## src/rtl/flag_branch_ctrl_if.sv

```systemverilog
// Pipeline-side bundle for flag_branch_ctrl: EX-stage ALU flag results,
// ID-stage B.cond request, and the resulting flag/branch/hazard outputs.
// master = pipeline driving EX/ID information, slave = flag/branch controller.
interface flag_branch_ctrl_if #(
  parameter int CNT_W = 16
);
  logic             stall;
  logic             ex_set_flags;
  logic             flush_ex;
  logic             alu_negative;
  logic             alu_zero;
  logic             alu_carry_out;
  logic             alu_overflow;
  logic             id_cond_valid;
  logic [3:0]       id_cond;
  logic [3:0]       nzcv;
  logic             branch_taken;
  logic             stall_req;
  logic [CNT_W-1:0] stall_count;

  modport master (
    output stall, ex_set_flags, flush_ex,
    output alu_negative, alu_zero, alu_carry_out, alu_overflow,
    output id_cond_valid, id_cond,
    input  nzcv, branch_taken, stall_req, stall_count
  );

  modport slave (
    input  stall, ex_set_flags, flush_ex,
    input  alu_negative, alu_zero, alu_carry_out, alu_overflow,
    input  id_cond_valid, id_cond,
    output nzcv, branch_taken, stall_req, stall_count
  );
endinterface

```

## src/rtl/flag_branch_ctrl.sv

```systemverilog
// flag_branch_ctrl: architectural NZCV register, B.cond resolution in ID and
// EX->ID flag hazard handling.
// Build option: define FLAG_FWD_EN to forward EX ALU flags straight into the
// ID condition decode; otherwise a hazard costs one IDLE->WAIT stall cycle.
module flag_branch_ctrl #(
  parameter logic [3:0] NZCV_RST = 4'b0000,
  parameter int         CNT_W    = 16
) (
  input  logic              clk,
  input  logic              reset,
  flag_branch_ctrl_if.slave bus
);

  typedef enum logic {
    IDLE = 1'b0,
    WAIT = 1'b1
  } state_t;

  state_t           state_reg;
  state_t           state_next;
  logic [3:0]       nzcv_reg;
  logic [CNT_W-1:0] count_reg;
  logic [CNT_W-1:0] count_next;

  logic [3:0]       alu_flags;
  logic             ex_writes;
  logic             hazard;
  logic             stall_req_int;
  logic [3:0]       eff_flags;
  logic             cond_true;
  logic             flag_n;
  logic             flag_z;
  logic             flag_c;
  logic             flag_v;

  assign alu_flags = {bus.alu_negative, bus.alu_zero, bus.alu_carry_out, bus.alu_overflow};
  assign ex_writes = bus.ex_set_flags & ~bus.flush_ex;
  // AL/NV never read flags, so they cannot be stalled by an in-flight setter.
  assign hazard    = bus.id_cond_valid & ex_writes & (bus.id_cond[3:1] != 3'b111);

  // Architectural flag register: only a live (unflushed) setter updates it.
  always_ff @(posedge clk) begin
    if (reset) begin
      nzcv_reg <= NZCV_RST;
    end else if (ex_writes & ~bus.stall) begin
      nzcv_reg <= alu_flags;
    end
  end

  // Hazard FSM state and stall counter; frozen by the global pipeline stall.
  always_ff @(posedge clk) begin
    if (reset) begin
      state_reg <= IDLE;
      count_reg <= '0;
    end else if (~bus.stall) begin
      state_reg <= state_next;
      count_reg <= count_next;
    end
  end

`ifdef FLAG_FWD_EN
  // Forwarding build: hazards never stall, so the FSM is parked in IDLE.
  always_comb begin
    state_next = IDLE;
    count_next = count_reg;
    if (state_reg == WAIT) begin
      state_next = IDLE;
    end
  end

  // Forwarding build: the hazard picks the EX flags, no stall request.
  always_comb begin
    stall_req_int = 1'b0;
    eff_flags     = hazard ? alu_flags : nzcv_reg;
  end
`else
  // Stall build: a hazard in IDLE costs exactly one WAIT cycle; WAIT never re-stalls.
  always_comb begin
    state_next = state_reg;
    count_next = count_reg;
    case (state_reg)
      IDLE: begin
        if (hazard) begin
          state_next = WAIT;
          if (count_reg != {CNT_W{1'b1}}) begin
            count_next = count_reg + CNT_W'(1);
          end
        end
      end
      WAIT: begin
        state_next = IDLE;
      end
      default: begin
        state_next = IDLE;
      end
    endcase
  end

  // Stall build: request a hold only from IDLE; decode always reads the register.
  always_comb begin
    stall_req_int = (state_reg == IDLE) & hazard & ~reset;
    eff_flags     = nzcv_reg;
  end
`endif

  assign {flag_n, flag_z, flag_c, flag_v} = eff_flags;

  // ARM condition-code evaluation on the effective flags.
  always_comb begin
    cond_true = 1'b0;
    case (bus.id_cond)
      4'b0000: cond_true = flag_z;                          // EQ
      4'b0001: cond_true = ~flag_z;                         // NE
      4'b0010: cond_true = flag_c;                          // HS
      4'b0011: cond_true = ~flag_c;                         // LO
      4'b0100: cond_true = flag_n;                          // MI
      4'b0101: cond_true = ~flag_n;                         // PL
      4'b0110: cond_true = flag_v;                          // VS
      4'b0111: cond_true = ~flag_v;                         // VC
      4'b1000: cond_true = flag_c & ~flag_z;                // HI
      4'b1001: cond_true = ~flag_c | flag_z;                // LS
      4'b1010: cond_true = (flag_n == flag_v);              // GE
      4'b1011: cond_true = (flag_n != flag_v);              // LT
      4'b1100: cond_true = ~flag_z & (flag_n == flag_v);    // GT
      4'b1101: cond_true = flag_z | (flag_n != flag_v);     // LE
      4'b1110: cond_true = 1'b1;                            // AL
      4'b1111: cond_true = 1'b1;                            // NV behaves as AL
      default: cond_true = 1'b0;
    endcase
  end

  assign bus.nzcv         = nzcv_reg;
  assign bus.stall_req    = stall_req_int;
  assign bus.stall_count  = count_reg;
  // A stalled branch is resolved in the following cycle, never while stalling.
  assign bus.branch_taken = ~reset & bus.id_cond_valid & ~stall_req_int & cond_true;

endmodule

```

## src/flat_wrapper.sv

```systemverilog
// flat-port wrapper written by rule: the top's interface ports become plain ports
module flag_branch_ctrl_flat 
#(
  parameter logic [3:0] NZCV_RST = 4'b0000,
  parameter int         CNT_W    = 16
)
  (clk, reset, bus_stall, bus_ex_set_flags, bus_flush_ex, bus_alu_negative, bus_alu_zero, bus_alu_carry_out, bus_alu_overflow, bus_id_cond_valid, bus_id_cond, bus_nzcv, bus_branch_taken, bus_stall_req, bus_stall_count);
  flag_branch_ctrl_if #(.CNT_W(CNT_W)) bus_i ();
  input  logic clk;
  input  logic reset;
  input wire logic [$bits(bus_i.stall)-1:0] bus_stall;
  input wire logic [$bits(bus_i.ex_set_flags)-1:0] bus_ex_set_flags;
  input wire logic [$bits(bus_i.flush_ex)-1:0] bus_flush_ex;
  input wire logic [$bits(bus_i.alu_negative)-1:0] bus_alu_negative;
  input wire logic [$bits(bus_i.alu_zero)-1:0] bus_alu_zero;
  input wire logic [$bits(bus_i.alu_carry_out)-1:0] bus_alu_carry_out;
  input wire logic [$bits(bus_i.alu_overflow)-1:0] bus_alu_overflow;
  input wire logic [$bits(bus_i.id_cond_valid)-1:0] bus_id_cond_valid;
  input wire logic [$bits(bus_i.id_cond)-1:0] bus_id_cond;
  output wire logic [$bits(bus_i.nzcv)-1:0] bus_nzcv;
  output wire logic [$bits(bus_i.branch_taken)-1:0] bus_branch_taken;
  output wire logic [$bits(bus_i.stall_req)-1:0] bus_stall_req;
  output wire logic [$bits(bus_i.stall_count)-1:0] bus_stall_count;
  assign bus_i.stall = bus_stall;
  assign bus_i.ex_set_flags = bus_ex_set_flags;
  assign bus_i.flush_ex = bus_flush_ex;
  assign bus_i.alu_negative = bus_alu_negative;
  assign bus_i.alu_zero = bus_alu_zero;
  assign bus_i.alu_carry_out = bus_alu_carry_out;
  assign bus_i.alu_overflow = bus_alu_overflow;
  assign bus_i.id_cond_valid = bus_id_cond_valid;
  assign bus_i.id_cond = bus_id_cond;
  assign bus_nzcv = bus_i.nzcv;
  assign bus_branch_taken = bus_i.branch_taken;
  assign bus_stall_req = bus_i.stall_req;
  assign bus_stall_count = bus_i.stall_count;
  flag_branch_ctrl #(.NZCV_RST(NZCV_RST), .CNT_W(CNT_W)) u_core (.clk(clk), .reset(reset), .bus(bus_i));
endmodule
```

## config.mk

```make
export PLATFORM = sky130hd
export DESIGN_NAME = flag_branch_ctrl_flat
export DESIGN_NICKNAME = d
export VERILOG_FILES = /design/src/rtl/flag_branch_ctrl_if.sv /design/src/rtl/flag_branch_ctrl.sv /design/src/flat_wrapper.sv
export SDC_FILE = /design/constraint.sdc
export NUM_CORES = 1
export LEC_CHECK = 0
export CAP_MARGIN = 20
export CORE_MARGIN = 2
export CORE_UTILIZATION = 46
export CTS_CLUSTER_DIAMETER = 40
export DETAILED_ROUTE_END_ITERATION = 8
export MAX_ROUTING_LAYER = met4
export PLACE_DENSITY_LB_ADDON = 0.2
export SYNTH_ARGS = -nofsm -noshare
export SYNTH_HDL_FRONTEND = slang
export SYNTH_SLANG_ARGS = --single-unit
```

## constraint.sdc

```tcl
create_clock -name clk -period 2.45 [get_ports clk]
set_clock_uncertainty 0.2 [all_clocks]
set_input_delay 0.49 -clock clk [delete_from_list [all_inputs] [get_ports clk]]
set_output_delay 0.49 -clock clk [all_outputs]
set_load 0.05 [all_outputs]
```

==> flow_summary.yaml, run 1 <==
place:
  io_buffers: 35
  place_congestion: 0.803
  preCtsSetupSlack_ps: -363
  dp_hpwl_um: 2080
  dp_cells: 207
timing:
  worst_slack_ps: 44.3
  slew_violations: 0
  slew_headroom_pct: 66.6
  setup_tns_ps: 0
  rsz0062_at_grt: "true"
  period_needed_ps: 2410
  period_share_pct: 98.2
  max_freq_ghz: 0.416
  hold_viol: 0
  tightestPinTransition_ps: 499
  finalSetupViolations: 0
grt:
  grt_pass1_vias: 987
  grt-ovfl-total: 0
  antenna_found_initial: 0
  grt_usage_pct: 20.4
  grt_max_degree: 21
  grt_pass1_wl_um: 4280
cts:
  cts_hold_buf: 0
  cts-buffers-inserted: 3
  clk_latency_ps: 310
  htreeDepth: 1
  clk_pin_slew_ps: 110
  cts-root-buf: "clkbuf_4"
  cts.path.max_buffers: 2
  cts_tree: "done"
  cts_sinks: 21
floorplan:
  core-area_sq_um: 2450
  io_pins: 36
  dieHeight_um: 54.5
  rows: 18
  fp.dieArea_sq_um: 2970
  initial_core_util_pct: 47.7
  die-width_um: 54.5
worst_setup_path:
  critical_path_class: "input pin to primary output"
  rrSetupSlack_ps: 340
  endpoint_kind: "primary output"
  r2r_cells: 5
  cp_cell_sequence: "clkdlybuf4s15_2 > xor2_1 > o21ai_0 > a31oi_1 > a311oi_1 > nor2_2 > buf_12"
  critical-path-slowest-cell: "a311oi_1"
  cp_data_required_time_ps: 1760
  slowest_delay_ps: 320
  r2r-end: "u_core.bus.stall_count[13]$_SDFFE_PP0P_"
  timing.rr.start: "u_core.bus.stall_count[11]$_SDFFE_PP0P_"
  worstPathArrival_ps: 1720
  critPathLaunchType: "input pin"
  cp_max_fo: 6
yosys:
  postSynthAreaPerCell_sq_um: 8.61
  syn_inst: 136
  synth_cell_types: 39
  synthTopCellsByCount: "dfxtp_1, nor2_1, xnor2_1"
  synthFlopType: "dfxtp_1"
  async_flop_share_pct: 0
  yosysMostFrequentCell: "dfxtp_1"
  synth_top_area_share_pct: 35.9
  synthTopCellsByArea: "dfxtp_1, xnor2_1, nor2_1"
  synth_seq_cells: 21
  synth_warnings: 0
  syn_area_sq_um: 1170
  ys_seq_area_share_pct: 35.9
  synth_edf_count: 0
  synth_nets: 151
  synth_top_area_cell: "dfxtp_1"
min_path:
  hold_path_end: "u_core.state_reg$_SDFFE_PP0N_"
  hp-class: "flop to flop"
  hold_start: "u_core.state_reg$_SDFFE_PP0N_"
  whs_path_depth: 2
layout:
  largest_reg_flops: 16
  fin_nets: 197
  diodes: 0
  drive_gt1_share_pct: 19.9
  fill_cells: 200
  final_cells: 211
  area_delta_synth_final_pct: 44.0
  postLayoutCoreUtil_pct: 68.7
power_and_ir_drop:
  leakage_nw: 0.576
  ir_drop_mv: 0.298
  finalPower_mw: 0.625
  power_density_nw_per_um2: 370
route:
  drt_pass1_iterations: 4
  wire_per_inst_um: 12.9
  drc: 0
  detail-route-antenna-nets: 0
  drt_iter0_drc: 9
  viasPerCell: 5.42
  drt-total-wl_um: 2730
  vias: 1143
job:
  cap_violations: 0
status:
  run_status: "finished, final reports clean"
-- cell usage in the layout, fill, tap and decap left out, types with 3 or more instances in the layout --
cell / Yosys / routed
clkdlybuf4s50_1: 0 / 29
xor2_1: 6 / 6
mux2i_1: 5 / 5
o21ai_0: 4 / 3
clkbuf_4: 0 / 3
a21oi_1: 7 / 6
dfxtp_1: 21 / 18
nand4_1: 3 / 3
buf_4: 0 / 13
xnor2_1: 11 / 11
nor3b_1: 3 / 3
nand3_1: 5 / 5
nand2_1: 7 / 7
a211oi_1: 4 / 4
nor2_1: 20 / 19
-- layout make-up --
class                           count  area, sq um  area share (%)
Multi-Input combinational cell    106          733            43.5
Timing Repair Buffer               48          454            26.9
Sequential cell                    21          427            25.3
Tap cell                           30         37.5            2.23
Clock buffer                        3         22.5            1.34
Inverter                            2         7.51           0.445
Clock inverter                      1         5.00           0.297
-- layer usage --
metal	global-route usage (%)	routed length (um)	vias to the layer above
met5	-	0	-
met4	8.33	33	0
met3	4.37	122	4
met2	33.3	1290	31
met1	24.2	1280	524
li1	-	-	584
-- worst max-delay path by stage --
stage	startpoint	endpoint	slack, ps	depth (start not counted)
finish	bus_id_cond[0]	bus_branch_taken	40	7
global route	u_core.bus.nzcv[0]$_SDFFE_PP0P_	bus_branch_taken	-6	6
CTS	u_core.bus.nzcv[3]$_SDFFE_PP0P_	bus_branch_taken	2	6
detailed placement	bus_id_cond[3]	u_core.bus.stall_count[15]$_SDFFE_PP0P_	-360	6
global placement	bus_id_cond[3]	bus_branch_taken	-320	7
floorplan	u_core.bus.nzcv[2]$_SDFFE_PP0P_	bus_branch_taken	4	5
-- stage by stage --
stage	hold WS, ps	instance area, sq um
floorplan	232	1180
global placement	251	1650
detailed placement	256	1650
CTS	273	1680
global route	303	1690
finish	269	1690
-- cells by family (layout without fill, tap and decap cells) --
logic type      count (synthesis)  count (layout)  share of synthesized area, %
compound gates                 26              26                          16.2
mux                             5               5                          4.27
xor+xnor                       17              17                          12.7
flops                          21              21                          35.9
fa+ha+maj                       1               1                          1.07
simple gates                   57              57                          26.2
buf+inv                         9              54                          3.63
-- worst max-delay path: cells and delay by family --
family	cells	cell delay, ps
and+or+nand+nor	1	90
buffers and inverters	2	400
xor gates and xnor gates	1	170
AOI/OAI and AO/OA	3	570
-- report_power, final --
group          switching (mW)  internal [mW]
Clock                   0.109         0.0609
Sequential            0.00460          0.344
Combinational          0.0539         0.0519
Total                   0.168          0.457
-- what timing repair did --
item / in CTS / in global routing
gates resized for setup: 15 / 9
setup buffers: 0 / 0
endpoints found under the setup margin: 4 / 4
pin swaps: 2 / 6
No activity file was read; power rests on OpenSTA's default activity.
==> run 2: changes to the inputs <==
--- a/config.mk
+++ b/config.mk
@@ -12,6 +12,7 @@
 export DETAILED_ROUTE_END_ITERATION = 8
 export MAX_ROUTING_LAYER = met4
 export PLACE_DENSITY_LB_ADDON = 0.2
+export SKIP_LAST_GASP = 1
 export SYNTH_ARGS = -nofsm -noshare
 export SYNTH_HDL_FRONTEND = slang
 export SYNTH_SLANG_ARGS = --single-unit
==> flow_summary.yaml, run 2 (synthesized netlist as in run 1, its figures left out) <==
worst_setup_path:
  critPathLaunchType: "flop"
  critical-path-slowest-cell: "dfxtp_2"
  critical_path_class: "flop to primary output"
  cp_data_required_time_ps: 1760
  r2r-end: "u_core.bus.stall_count[13]$_SDFFE_PP0P_"
  cp_max_fo: 6
  slowest_delay_ps: 420
  timing.rr.start: "u_core.bus.stall_count[11]$_SDFFE_PP0P_"
  endpoint_kind: "primary output"
  worstPathArrival_ps: 1720
  r2r_cells: 5
  rrSetupSlack_ps: 340
  cp_cell_sequence: "and3b_1 > a22oi_2 > xnor2_1 > a311oi_1 > nor2_2 > buf_12"
layout:
  multi_input_comb_area_sq_um: 727
  final_cell_area_sq_um: 1680
  postLayoutCoreUtil_pct: 68.5
  area_delta_synth_final_pct: 43.6
  largest_reg_flops: 16
  drive_gt1_share_pct: 18.8
  regArea_sq_um: 423
  fill_cells: 203
  final_common_cell: "clkdlybuf4s50_1"
  final_cells: 211
  diodes: 0
  fin_nets: 197
  mostFrequentLayoutCells: "clkdlybuf4s50_1, nor2_1, dfxtp_1"
route:
  vias: 1138
  viasPerCell: 5.39
  drt_pass1_iterations: 4
  drc: 0
  wire_per_inst_um: 13.0
  drt-total-wl_um: 2740
  detail-route-antenna-nets: 0
  drt_iter0_drc: 9
cts:
  cts_hold_buf: 0
  cts-buffers-inserted: 3
  cts_sinks: 21
  clk_latency_ps: 310
  clk_pin_slew_ps: 130
  cts_tree: "done"
  cts.path.max_buffers: 2
  htreeDepth: 1
  cts-root-buf: "clkbuf_4"
power_and_ir_drop:
  power_density_nw_per_um2: 372
  pwr-share-clk_pct: 27.3
  seqPwrFrac_pct: 55.9
  leakage_nw: 0.573
  p_sw_mw: 0.168
  ir_drop_mv: 0.298
  switching_share_pct: 26.8
  p_int_mw: 0.458
  comb_power_share_pct: 16.8
timing:
  slew_headroom_pct: 66.6
  finalSetupViolations: 0
  tightestPinTransition_ps: 499
  slew_violations: 0
  period_needed_ps: 2410
  period_share_pct: 98.3
  max_freq_ghz: 0.415
  rsz0062_at_grt: "true"
  hold_viol: 0
floorplan:
  core-area_sq_um: 2450
  die-width_um: 54.5
  rows: 18
  dieHeight_um: 54.5
  io_pins: 36
  fp.dieArea_sq_um: 2970
  initial_core_util_pct: 47.7
min_path:
  hp-class: "flop to flop"
  hold_start: "u_core.state_reg$_SDFFE_PP0N_"
  hold_path_end: "u_core.state_reg$_SDFFE_PP0N_"
  whs_path_depth: 2
grt:
  antenna_found_initial: 0
  grt_pass1_vias: 987
  grt_max_degree: 21
  grt-ovfl-total: 0
  grt_usage_pct: 20.4
  grt_pass1_wl_um: 4280
place:
  place_area_sq_um: 1650
  dp_cells: 207
  place_congestion: 0.803
  io_buffers: 35
  dp_hpwl_um: 2080
status:
  run_status: "finished, final reports clean"
job:
  cap_violations: 0
[run 2: cell count changes in the layout (fill, tap and decap cells not counted)]
cell             delta
nor3_2              +1
clkdlybuf4s15_1     +1
clkbuf_2            -1
dfxtp_1             +1
nor3_4              -1
dfxtp_4             -1
[run 2: routing by layer]
metal  GRT usage, %  vias to the layer above  routed length (um)  share of wire, %
met5              -                        -                   0                 0
met4           8.33                        0                  33               1.2
met3           4.37                        4                 123               4.5
met2           33.3                       31                1310                48
met1           24.2                      522                1270                46
li1               -                      581                   -                 -
[run 2: worst max-delay path by stage]
stage          depth (start not counted)                                 endpoint  slack, ps                       startpoint
4_1_cts                                6                         bus_branch_taken          2  u_core.bus.nzcv[3]$_SDFFE_PP0P_
5_1_grt                                7                         bus_branch_taken        -30                   bus_id_cond[1]
3_3_place_gp                           7                         bus_branch_taken       -320                   bus_id_cond[3]
2_1_floorplan                          5                         bus_branch_taken          4  u_core.bus.nzcv[2]$_SDFFE_PP0P_
3_5_place_dp                           6  u_core.bus.stall_count[15]$_SDFFE_PP0P_       -360                   bus_id_cond[3]
6_report                               6                         bus_branch_taken         40  u_core.bus.nzcv[2]$_SDFFE_PP0P_
[run 2: critical path, delay by kind of cell, from the launching register on]
kind / cells / cell delay, ps
AOI/OAI and AO/OA: 2 / 450
and+or+nand+nor: 2 / 300
xor gates and xnor gates: 1 / 80
buffers and inverters: 1 / 160
DFF: 1 / 420
[run 2: repair_timing]
| action | in CTS | in global routing |
|---|---|---|
| setup endpoints to repair | 4 | 4 |
| setup buffers | 0 | 0 |
| hold endpoints to repair | 0 | 0 |
| pin swaps | 2 | 5 |
| resized for setup | 15 | 5 |
[run 2: metrics by stage]
stage / hold slack, ps / setup TNS, ps / power [mW] / setup WS, ps
finish: 269 / 0 / 0.626 / 42.4
detailed placement: 256 / -3260 / 0.461 / -363
global placement: 251 / -2730 / 0.459 / -318
CTS: 273 / 0 / 0.626 / 1.64
floorplan: 232 / 0 / 0.410 / 3.54
global route: 303 / -37.9 / 0.650 / -30.0
[run 2: area by class of cell]
cell class,instances,share of cell area [%]
multi-input combinational,106,43.2
timing repair buffer,48,27.3
sequential,21,25.1
tap,30,2.23
clock buffer,3,1.34
inverter,2,0.446
clock inverter,1,0.298
[run 2: power by group through the flow]
stage	clock network [mW]	logic [mW]	registers, mW
final	0.171	0.105	0.349
after global routing	0.189	0.111	0.350
after CTS	0.172	0.105	0.349
after detailed placement	0	0.105	0.357
after global placement	0	0.102	0.357
after floorplan	0	0.0445	0.366
==> run 3: changes to the inputs <==
--- a/config.mk
+++ b/config.mk
@@ -12,6 +12,7 @@
 export DETAILED_ROUTE_END_ITERATION = 8
 export MAX_ROUTING_LAYER = met4
 export PLACE_DENSITY_LB_ADDON = 0.2
+export SKIP_CTS_REPAIR_TIMING = 1
 export SKIP_LAST_GASP = 1
 export SYNTH_ARGS = -nofsm -noshare
 export SYNTH_HDL_FRONTEND = slang
==> constraint.sdc (replaced) <==
create_clock -name clk -period 2.45 [get_ports clk]
set_clock_uncertainty 0.2 [all_clocks]
set_input_delay 0.3675 -clock clk [delete_from_list [all_inputs] [get_ports clk]]
set_output_delay 0.3675 -clock clk [all_outputs]
set_load 0.05 [all_outputs]
==> flow_summary.yaml, run 3 (synthesized netlist as in run 1, its figures left out) <==
status:
  run_status: "finished, final reports clean"
route:
  drc: 0
  detail-route-antenna-nets: 0
  drt_pass1_iterations: 4
  vias: 1163
  drt-total-wl_um: 2980
  wire_per_inst_um: 14.2
  drt_iter0_drc: 36
  viasPerCell: 5.54
floorplan:
  dieHeight_um: 54.5
  fp.dieArea_sq_um: 2970
  initial_core_util_pct: 47.7
  rows: 18
  die-width_um: 54.5
  core-area_sq_um: 2450
  io_pins: 36
cts:
  clk_latency_ps: 320
  clk_pin_slew_ps: 120
  cts_tree: "done"
  htreeDepth: 1
  cts.path.max_buffers: 2
  cts-root-buf: "clkbuf_4"
  cts-buffers-inserted: 3
  cts_sinks: 21
layout:
  area_delta_synth_final_pct: 43.9
  drive_gt1_share_pct: 15.0
  final_common_cell: "clkdlybuf4s50_1"
  postLayoutCoreUtil_pct: 68.7
  fin_nets: 196
  largest_reg_flops: 16
  mostFrequentLayoutCells: "clkdlybuf4s50_1, nor2_1, dfxtp_1"
  diodes: 0
  fill_cells: 205
worst_setup_path:
  cp_cell_sequence: "dlymetal6s2s_1 > buf_4 > or4_1 > nor2_1 > nor3b_1 > o21ai_1 > nor2_2 > buf_12"
  cp_data_required_time_ps: 1880
  cp_max_fo: 7
  critical_path_class: "input pin to primary output"
  endpoint_kind: "primary output"
  slowest_delay_ps: 500
  worstPathArrival_ps: 1720
  critical-path-slowest-cell: "or4_1"
  critPathLaunchType: "input pin"
  rrSetupSlack_ps: 220
power_and_ir_drop:
  ir_drop_mv: 0.359
  comb_power_share_pct: 16.7
  p_sw_mw: 0.177
  finalPower_mw: 0.637
  pwr-share-clk_pct: 28.4
  power_density_nw_per_um2: 378
  seqPwrFrac_pct: 54.9
  switching_share_pct: 27.7
  p_int_mw: 0.461
  leakage_nw: 0.598
grt:
  grt_pass1_wl_um: 4710
  grt_max_degree: 22
  grt_usage_pct: 22.5
  grt-ovfl-total: 0
  antenna_found_initial: 0
  grt_pass1_vias: 1095
timing:
  slew_violations: 0
  setup_tns_ps: 0
  period_needed_ps: 2280
  finalSetupViolations: 0
  slew_headroom_pct: 66.1
  tightestPinTransition_ps: 508
  max_freq_ghz: 0.438
  rsz0062_at_grt: "false"
  period_share_pct: 93.2
  hold_viol: 0
  whs_ps: 267
place:
  dp_hpwl_um: 2170
  io_buffers: 35
  place_congestion: 0.775
job:
  cap_violations: 0
min_path:
  hp-class: "flop to flop"
run 3: final timing paths:
kind | end | cells past startpoint | from
max | bus_branch_taken | 8 | bus_id_cond[3]
max reg2reg | u_core.bus.stall_count[13]$_SDFFE_PP0P_ | 7 | u_core.bus.stall_count[0]$_SDFFE_PP0P_
min | u_core.state_reg$_SDFFE_PP0N_ | 2 | u_core.state_reg$_SDFFE_PP0N_
min reg2reg | u_core.state_reg$_SDFFE_PP0N_ | 2 | u_core.state_reg$_SDFFE_PP0N_
run 3: power by group through the flow:
stage | combinational (mW) | sequential [mW] | clock [mW]
5_1_grt | 0.114 | 0.350 | 0.204
2_1_floorplan | 0.0442 | 0.366 | 0
6_report | 0.106 | 0.350 | 0.181
4_1_cts | 0.105 | 0.349 | 0.185
3_3_place_gp | 0.101 | 0.357 | 0
3_5_place_dp | 0.104 | 0.357 | 0
run 3: layer usage:
layer	share of wire, %	vias to the layer above	routed length [um]	global-route usage, %
li1	-	580	-	-
met1	46	547	1360	27.0
met2	50	34	1480	39.2
met3	4.3	2	129	3.28
met4	0.13	0	4	5.83
met5	0	-	0	-
run 3: worst max-delay path: cells and delay by family:
family / cells / cell delay (ps)
buffers and inverters: 3 / 500
AO/OA/AOI/OAI: 1 / 90
AND/OR/NAND/NOR: 4 / 740
run 3: cell type report:
class / instances / area (sq um) / share of cell area [%]
repair buffers: 47 / 470 / 27.9
well taps: 30 / 37.5 / 2.23
inverters: 2 / 7.51 / 0.445
flip-flops and latches: 21 / 423 / 25.1
clock inverters: 1 / 7.51 / 0.445
clock buffers: 3 / 22.5 / 1.34
multi-input cells: 106 / 717 / 42.5
run 3: stage by stage:
stage,setup slack [ps],instances,instance area [sq um]
3_3_place_gp,-248,206,1640
2_1_floorplan,126,136,1170
3_5_place_dp,-171,206,1640
6_report,166,210,1690
5_1_grt,25.3,210,1690
4_1_cts,-149,210,1670
